File: config.mk
export PLATFORM = sky130hd
export DESIGN_NAME = vga_fb_scanout
export DESIGN_NICKNAME = d
export VERILOG_FILES = /design/src/rtl/vga_fb_scanout.sv
export SDC_FILE = /design/constraint.sdc
export NUM_CORES = 1
export LEC_CHECK = 0
export CORE_MARGIN = 8
export CORE_UTILIZATION = 40
export CTS_CLUSTER_SIZE = 8
export DETAILED_ROUTE_END_ITERATION = 6
export SETUP_SLACK_MARGIN = 0.05
export SLEW_MARGIN = 25
export SYNTH_ARGS = -nofsm -noshare
export SYNTH_HDL_FRONTEND = slang
export SYNTH_SLANG_ARGS = --single-unit
File: constraint.sdc
create_clock -name i_CLK -period 6.1 [get_ports i_CLK]
set_input_delay 0.61 -clock i_CLK [delete_from_list [all_inputs] [get_ports i_CLK]]
set_output_delay 0.61 -clock i_CLK [all_outputs]
set_load 0.01 [all_outputs]
File: src/rtl/vga_fb_scanout.sv
// VGA 640x480@60 scan-out of a 320x240 RGB332 framebuffer, pixel- and line-doubled.
// Define VGA_FB_TEST_PATTERN_EN to replace framebuffer pixels with 8 vertical colour bars.
module vga_fb_scanout #(
  parameter int          CLK_DIV  = 2,
  parameter logic [31:0] FB_BASE  = 32'h0,
  parameter int          FB_WIDTH = 320,
  parameter int          H_VIS    = 640,
  parameter int          H_FP     = 16,
  parameter int          H_SYNC   = 96,
  parameter int          H_BP     = 48,
  parameter int          V_VIS    = 480,
  parameter int          V_FP     = 10,
  parameter int          V_SYNC   = 2,
  parameter int          V_BP     = 33
) (
  input  logic        i_CLK,
  input  logic        i_RST,
  input  logic [7:0]  i_PixelData,
  output logic [31:0] o_RdAddr,
  output logic        o_HS,
  output logic        o_VS,
  output logic [3:0]  o_RED,
  output logic [3:0]  o_GREEN,
  output logic [3:0]  o_BLUE
);

  localparam int               H_TOT    = H_VIS + H_FP + H_SYNC + H_BP;
  localparam int               V_TOT    = V_VIS + V_FP + V_SYNC + V_BP;
  localparam int               DIV_W    = (CLK_DIV > 1) ? $clog2(CLK_DIV) : 1;
  localparam logic [DIV_W-1:0] DIV_LAST = DIV_W'(CLK_DIV - 1);
  localparam logic [9:0]       H_LAST   = 10'(H_TOT - 1);
  localparam logic [9:0]       V_LAST   = 10'(V_TOT - 1);
  localparam logic [9:0]       H_VIS_C  = 10'(H_VIS);
  localparam logic [9:0]       V_VIS_C  = 10'(V_VIS);
  localparam logic [9:0]       HS_BEG   = 10'(H_VIS + H_FP);
  localparam logic [9:0]       HS_END   = 10'(H_VIS + H_FP + H_SYNC);
  localparam logic [9:0]       VS_BEG   = 10'(V_VIS + V_FP);
  localparam logic [9:0]       VS_END   = 10'(V_VIS + V_FP + V_SYNC);
  localparam logic [31:0]      FB_W32   = 32'(FB_WIDTH);

  function automatic logic [11:0] rgb332_expand(input logic [7:0] p);
    return {p[7:5], p[7], p[4:2], p[4], p[1:0], p[1:0]};
  endfunction

  logic [DIV_W-1:0] div_q, div_d;
  logic             pix_en;
  logic [9:0]       h_cnt_q, h_cnt_d;
  logic [9:0]       v_cnt_q, v_cnt_d;
  logic             vis_p0, hs_p0, vs_p0;
  logic [31:0]      addr_p0;
  logic             vis_p1_q, hs_p1_q, vs_p1_q;
  logic [11:0]      src_rgb_p1, rgb_p1;

  assign pix_en = (div_q == DIV_LAST);

  always_comb begin
    div_d   = pix_en ? '0 : div_q + 1'b1;
    h_cnt_d = h_cnt_q;
    v_cnt_d = v_cnt_q;
    if (pix_en) begin
      if (h_cnt_q == H_LAST) begin
        h_cnt_d = '0;
        v_cnt_d = (v_cnt_q == V_LAST) ? '0 : v_cnt_q + 1'b1;
      end else begin
        h_cnt_d = h_cnt_q + 1'b1;
      end
    end
  end

  // stage p0: raster position decode and framebuffer address
  assign vis_p0  = (h_cnt_q < H_VIS_C) && (v_cnt_q < V_VIS_C);
  assign hs_p0   = !((h_cnt_q >= HS_BEG) && (h_cnt_q < HS_END));
  assign vs_p0   = !((v_cnt_q >= VS_BEG) && (v_cnt_q < VS_END));
  assign addr_p0 = vis_p0 ? (FB_BASE + ({23'd0, v_cnt_q[9:1]} * FB_W32) + {23'd0, h_cnt_q[9:1]})
                          : FB_BASE;

  // stage p1: pixel source, aligned with the delayed sync/visible flags
`ifdef VGA_FB_TEST_PATTERN_EN
  function automatic logic [11:0] bar_rgb(input logic [9:0] h);
    logic [2:0] idx;
    idx = 3'd7;
    for (int b = 6; b >= 0; b--) begin
      if (h < 10'((b + 1) * 80)) idx = 3'(b);
    end
    return {{4{idx[2]}}, {4{idx[1]}}, {4{idx[0]}}};
  endfunction

  logic [11:0] bar_p1_q;

  always_ff @(posedge i_CLK) begin
    if (pix_en) bar_p1_q <= bar_rgb(h_cnt_q);
  end

  assign src_rgb_p1 = bar_p1_q;
`else
  logic       cap_en_q;
  logic [7:0] pix_q;

  always_ff @(posedge i_CLK or posedge i_RST) begin
    if (i_RST) cap_en_q <= 1'b0;
    else       cap_en_q <= pix_en;
  end

  // RAM data for the address issued on the previous clock is valid only now
  always_ff @(posedge i_CLK) begin
    if (cap_en_q) pix_q <= i_PixelData;
  end

  assign src_rgb_p1 = rgb332_expand(pix_q);
`endif

  assign rgb_p1 = vis_p1_q ? src_rgb_p1 : 12'h000;

  always_ff @(posedge i_CLK or posedge i_RST) begin
    if (i_RST) begin
      div_q    <= '0;
      h_cnt_q  <= '0;
      v_cnt_q  <= '0;
      o_RdAddr <= FB_BASE;
      vis_p1_q <= 1'b0;
      hs_p1_q  <= 1'b1;
      vs_p1_q  <= 1'b1;
      o_HS     <= 1'b1;
      o_VS     <= 1'b1;
      o_RED    <= 4'h0;
      o_GREEN  <= 4'h0;
      o_BLUE   <= 4'h0;
    end else begin
      div_q   <= div_d;
      h_cnt_q <= h_cnt_d;
      v_cnt_q <= v_cnt_d;
      if (pix_en) begin
        o_RdAddr <= addr_p0;
        vis_p1_q <= vis_p0;
        hs_p1_q  <= hs_p0;
        vs_p1_q  <= vs_p0;
        // stage p2: registered pins
        o_HS                     <= hs_p1_q;
        o_VS                     <= vs_p1_q;
        {o_RED, o_GREEN, o_BLUE} <= rgb_p1;
      end
    end
  end

endmodule

==> impl.org <==
** Worst setup path
- Crit path DAT :: 3.05 ns
- Data required time at the worst endpoint :: 6.33 ns
- The setup path with the least slack is of type reg2reg.
- The worst setup path is captured at a flop.
- FF-to-FF Start :: v_cnt_q[2]
- Setup slack on the worst reg-to-reg path comes out at 3.27 ns.
- Critical path startpoint category :: flop
- Path depth of the worst reg2reg path :: 9
- Critical Path Fanout Max :: 10
- In this run the critical register-to-register path is captured at o_RdAddr[14].

** Yosys
- By area the synthesized netlist is led by sky130_fd_sc_hd__dfrtp_1, sky130_fd_sc_hd__ha_1, sky130_fd_sc_hd__edfxtp_1, sky130_fd_sc_hd__a22o_1, sky130_fd_sc_hd__buf_4.
- Most used DFF post-synth :: sky130_fd_sc_hd__dfrtp_1
- During synthesis, Yosys emitted a total of 0 warnings.
- Dominant cell type by area after synthesis :: sky130_fd_sc_hd__dfrtp_1
- Unique cell type count in the Yosys netlist :: 58
- After synthesis, the largest family of logic cells by area is compound AO/OA/AOI/OAI gates.
- Xor and xnor area share after synthesis :: 0.0604
- The compound-gate portion of the synthesized area came to 0.151.
- Of all flip-flops after synthesis, the portion carrying an async set or reset was 0.871.
- Synthesized area divided by synthesized cell count :: 11.3 sq um
- Area share of the leading cell type in the synthesized netlist :: 0.377
- The cell area that synthesis handed to floorplanning was 3320 sq um.
- Yosys mapped a number of flops with a built-in enable equal to 8.
- The share of the Yosys chip area taken by registers is 0.482.
- Of the total synthesized cell area, the portion taken by AND, OR, NAND and NOR gates is 0.147.
- Of the total synthesized cell area, the portion taken by full adders, half adders and majority gates is 0.0913.
- Counting flops and latches in the post-synthesis netlist gives 62.
- Mux cell area share after synthesis :: 0.00679
- Synthesis handed over a netlist of 294 instances.

** GRT
- The number of global-route vias before repair is 2303.
- Global Route Usage Sum :: 0.123
- The initial antenna violation count came to 0.
- Entering global routing, the biggest net connects 55 pins.
- The first global-routing pass estimated 11300 um of wire.
- Grt ovf :: 0

** Timing
- Unrepaired setup endpoints after global routing :: no
- Pin slew with the least headroom to its limit :: 0.906 ns
- Setup-violating endpoint count in the final report :: 0
- The total count of max-transition violations in the final report came to 0.
- For this run, the top clock speed supported by timing is 354 MHz.
- Part of the cycle the worst path needs :: 0.463
- Setup_tns :: 0 ns
- Min cycle time layout :: 2.83 ns
- The worst pin sits at a relative slew slack of 0.395.
- Number of endpoints with negative hold slack in the final report :: 0
- The clock arrives with 0.00791 ns of skew.

** CTS
- The tree built by TritonCTS fans out to 62 sinks.
- The H-tree generated during clock tree synthesis spans 3 levels.
- At the later pin of the worst-skew pair, clock insertion delay measures 0.34 ns.
- Root Buffer Master :: sky130_fd_sc_hd__clkbuf_8
- Clock tree from TritonCTS :: done
- Buffers inserted during clock tree synthesis total 9.
- The clock passes through at most 2 buffers.
- In this run, post-CTS hold repair placed 0 buffers.
- Clock-pin slew reported for the worst setup and hold paths after clock tree synthesis :: 0.08 ns
- Post-cts gate resize count :: 0
- Buffers added to address setup during post-CTS repair amount to 0.

** Pwr
- In this run the power density over the cells is 218 nW/um^2.
- IR Drop Worst-Case VDD :: 125 uV
- The design draws 0.868 mW.
- Leakage power summed over all cells :: 1.82 nW

** Placed design
- Including well taps, the total number of placed cells is 429.
- Placer congestion estimate :: 0.784
- DP Wirelength :: 4860 um
- IO buf count :: 42

** Die
- The floorplan has 33 rows.
- The die is 107 um tall.
- Area of the placeable core :: 8130 sq um
- Die X-Extent :: 107 um
- Starting Density :: 0.408
- Die area :: 11500 sq um
- 56 I/O pins were placed.

** Min path
- The path with the worst hold slack has its endpoint at o_GREEN[1].
- Start point of the worst min-delay path :: pix_q[2]
- Hold-critical path depth :: 1
- Path type of the worst min-delay path :: reg2reg

** Drt
- In this run, the number of DRC markers left after iteration 0 of detailed routing was 111.
- Via density per instance :: 5.24
- Remaining routing DRC violations :: 0
- Final ANT Viol Nets :: 0
- Initial DRT Pass Iterations :: 5
- Detailed Route WL :: 6670 um
- In the final routed layout, each cell accounts on average for 15.0 um.
- Detailed-route via count :: 2334

** Layout
- End-of-flow core utilization :: 0.489
- Commonest cells after routing, fill and taps aside :: sky130_fd_sc_hd__dfrtp_1, sky130_fd_sc_hd__clkdlybuf4s50_1, sky130_fd_sc_hd__a22o_1
- Most common cell after layout, fill and taps aside :: sky130_fd_sc_hd__dfrtp_1
- Filler cell count :: 761
- Share of final-layout standard cells stronger than drive strength 1 :: 0.109
- Once layout is complete, the cells apart from fillers number 445.
- The number of antenna diodes in the final layout is 0.
- Nets :: 368
- Area growth syn-to-layout :: 20.0%

** Run status
- Status :: finished clean

** Flow run
- The tool flagged a number of max-cap violations equal to 0.
## sequential cells by signal (all words and copies together), names as in the netlist
signal    count
v_cnt_q      10
o_GREEN       3
vs_p1_q       1
pix_q         8
o_RED         3
o_BLUE        2
div_q         1
vis_p1_q      1
h_cnt_q      10
cap_en_q      1
hs_p1_q       1
o_VS          1
o_HS          1
o_RdAddr     19
## cells by family after synthesis
group | count (synthesis)
flops | 62
other cells | 1
buf+inv | 34
compound gates | 65
fa+ha+maj | 23
simple gates | 85
mux | 2
xor+xnor | 22
## worst max path at each step
stage | slack (ns) | end | cells past startpoint | from
after floorplan | 3.49 | o_RdAddr[14] | 9 | v_cnt_q[2]
after global placement | 3.32 | o_RdAddr[14] | 9 | v_cnt_q[2]
after detailed placement | 3.28 | o_RdAddr[14] | 9 | v_cnt_q[2]
after CTS | 3.27 | o_RdAddr[14] | 9 | v_cnt_q[2]
after global routing | 3.01 | o_RdAddr[16] | 9 | v_cnt_q[2]
final | 3.27 | o_RdAddr[14] | 9 | v_cnt_q[2]
## layout make-up
cell class,count,area (sq um),share of cell area
sequential,62,1600,0.401
multi-input combinational,210,1560,0.393
tap,105,131,0.0330
clock inverter,7,104,0.0261
inverter,9,33.8,0.00849
clock buffer,9,124,0.0311
timing repair buffer,43,428,0.108
## critical path, stage by stage, from the launching register on
cell and delay [ns]:
sky130_fd_sc_hd__dfrtp_1 0.49, sky130_fd_sc_hd__ha_1 0.34, sky130_fd_sc_hd__ha_1 0.24, sky130_fd_sc_hd__fa_1 0.43
sky130_fd_sc_hd__a211oi_1 0.32, sky130_fd_sc_hd__nor2_1 0.11, sky130_fd_sc_hd__nor4_1 0.33, sky130_fd_sc_hd__nand2_1 0.12
sky130_fd_sc_hd__xnor2_1 0.15, sky130_fd_sc_hd__a22o_1 0.19
## where the power goes
part	leakage [nW]	switching (mW)	internal [mW]	total, mW
sequential	0.761	0.00238	0.424	0.426
combinational	0.941	0.0157	0.0139	0.0296
clock	0.115	0.176	0.236	0.413
total	1.82	0.194	0.674	0.868
## layer usage
layer / part of all wire / up-vias / wire length [um] / global-route usage
met4: 0.020 / 0 / 134 / 0.0613
met5: 0 / - / 0 / 0
li1: - / 1143 / - / -
met1: 0.48 / 1114 / 3230 / 0.159
met3: 0.063 / 13 / 422 / 0.0348
met2: 0.43 / 64 / 2890 / 0.185
## stage by stage
stage	hold WS [ns]	setup WS [ns]	cell area [sq um]
CTS	0.470	3.27	3980
finish	0.468	3.27	3980
floorplan	0.349	3.49	3360
global route	0.487	3.01	3980
global placement	0.441	3.32	3750
detailed placement	0.449	3.28	3750
## synthesized netlist by cell type, types with 3 or more instances
library cell / number
sky130_fd_sc_hd__nor4_1: 3
sky130_fd_sc_hd__buf_4: 17
sky130_fd_sc_hd__and3_1: 8
sky130_fd_sc_hd__a21oi_1: 8
sky130_fd_sc_hd__o21ai_0: 11
sky130_fd_sc_hd__a21o_1: 3
sky130_fd_sc_hd__xnor2_1: 13
sky130_fd_sc_hd__nor2b_1: 5
sky130_fd_sc_hd__nand2_1: 15
sky130_fd_sc_hd__a211oi_1: 3
sky130_fd_sc_hd__inv_1: 9
sky130_fd_sc_hd__nand3_1: 10
sky130_fd_sc_hd__dfstp_2: 4
sky130_fd_sc_hd__dfrtp_1: 50
sky130_fd_sc_hd__clkbuf_1: 5
sky130_fd_sc_hd__nor2_1: 18
sky130_fd_sc_hd__xor2_1: 8
sky130_fd_sc_hd__ha_1: 21
sky130_fd_sc_hd__nand4_1: 8
sky130_fd_sc_hd__a22o_1: 24
sky130_fd_sc_hd__edfxtp_1: 8
(Power assumes the default switching activity.)
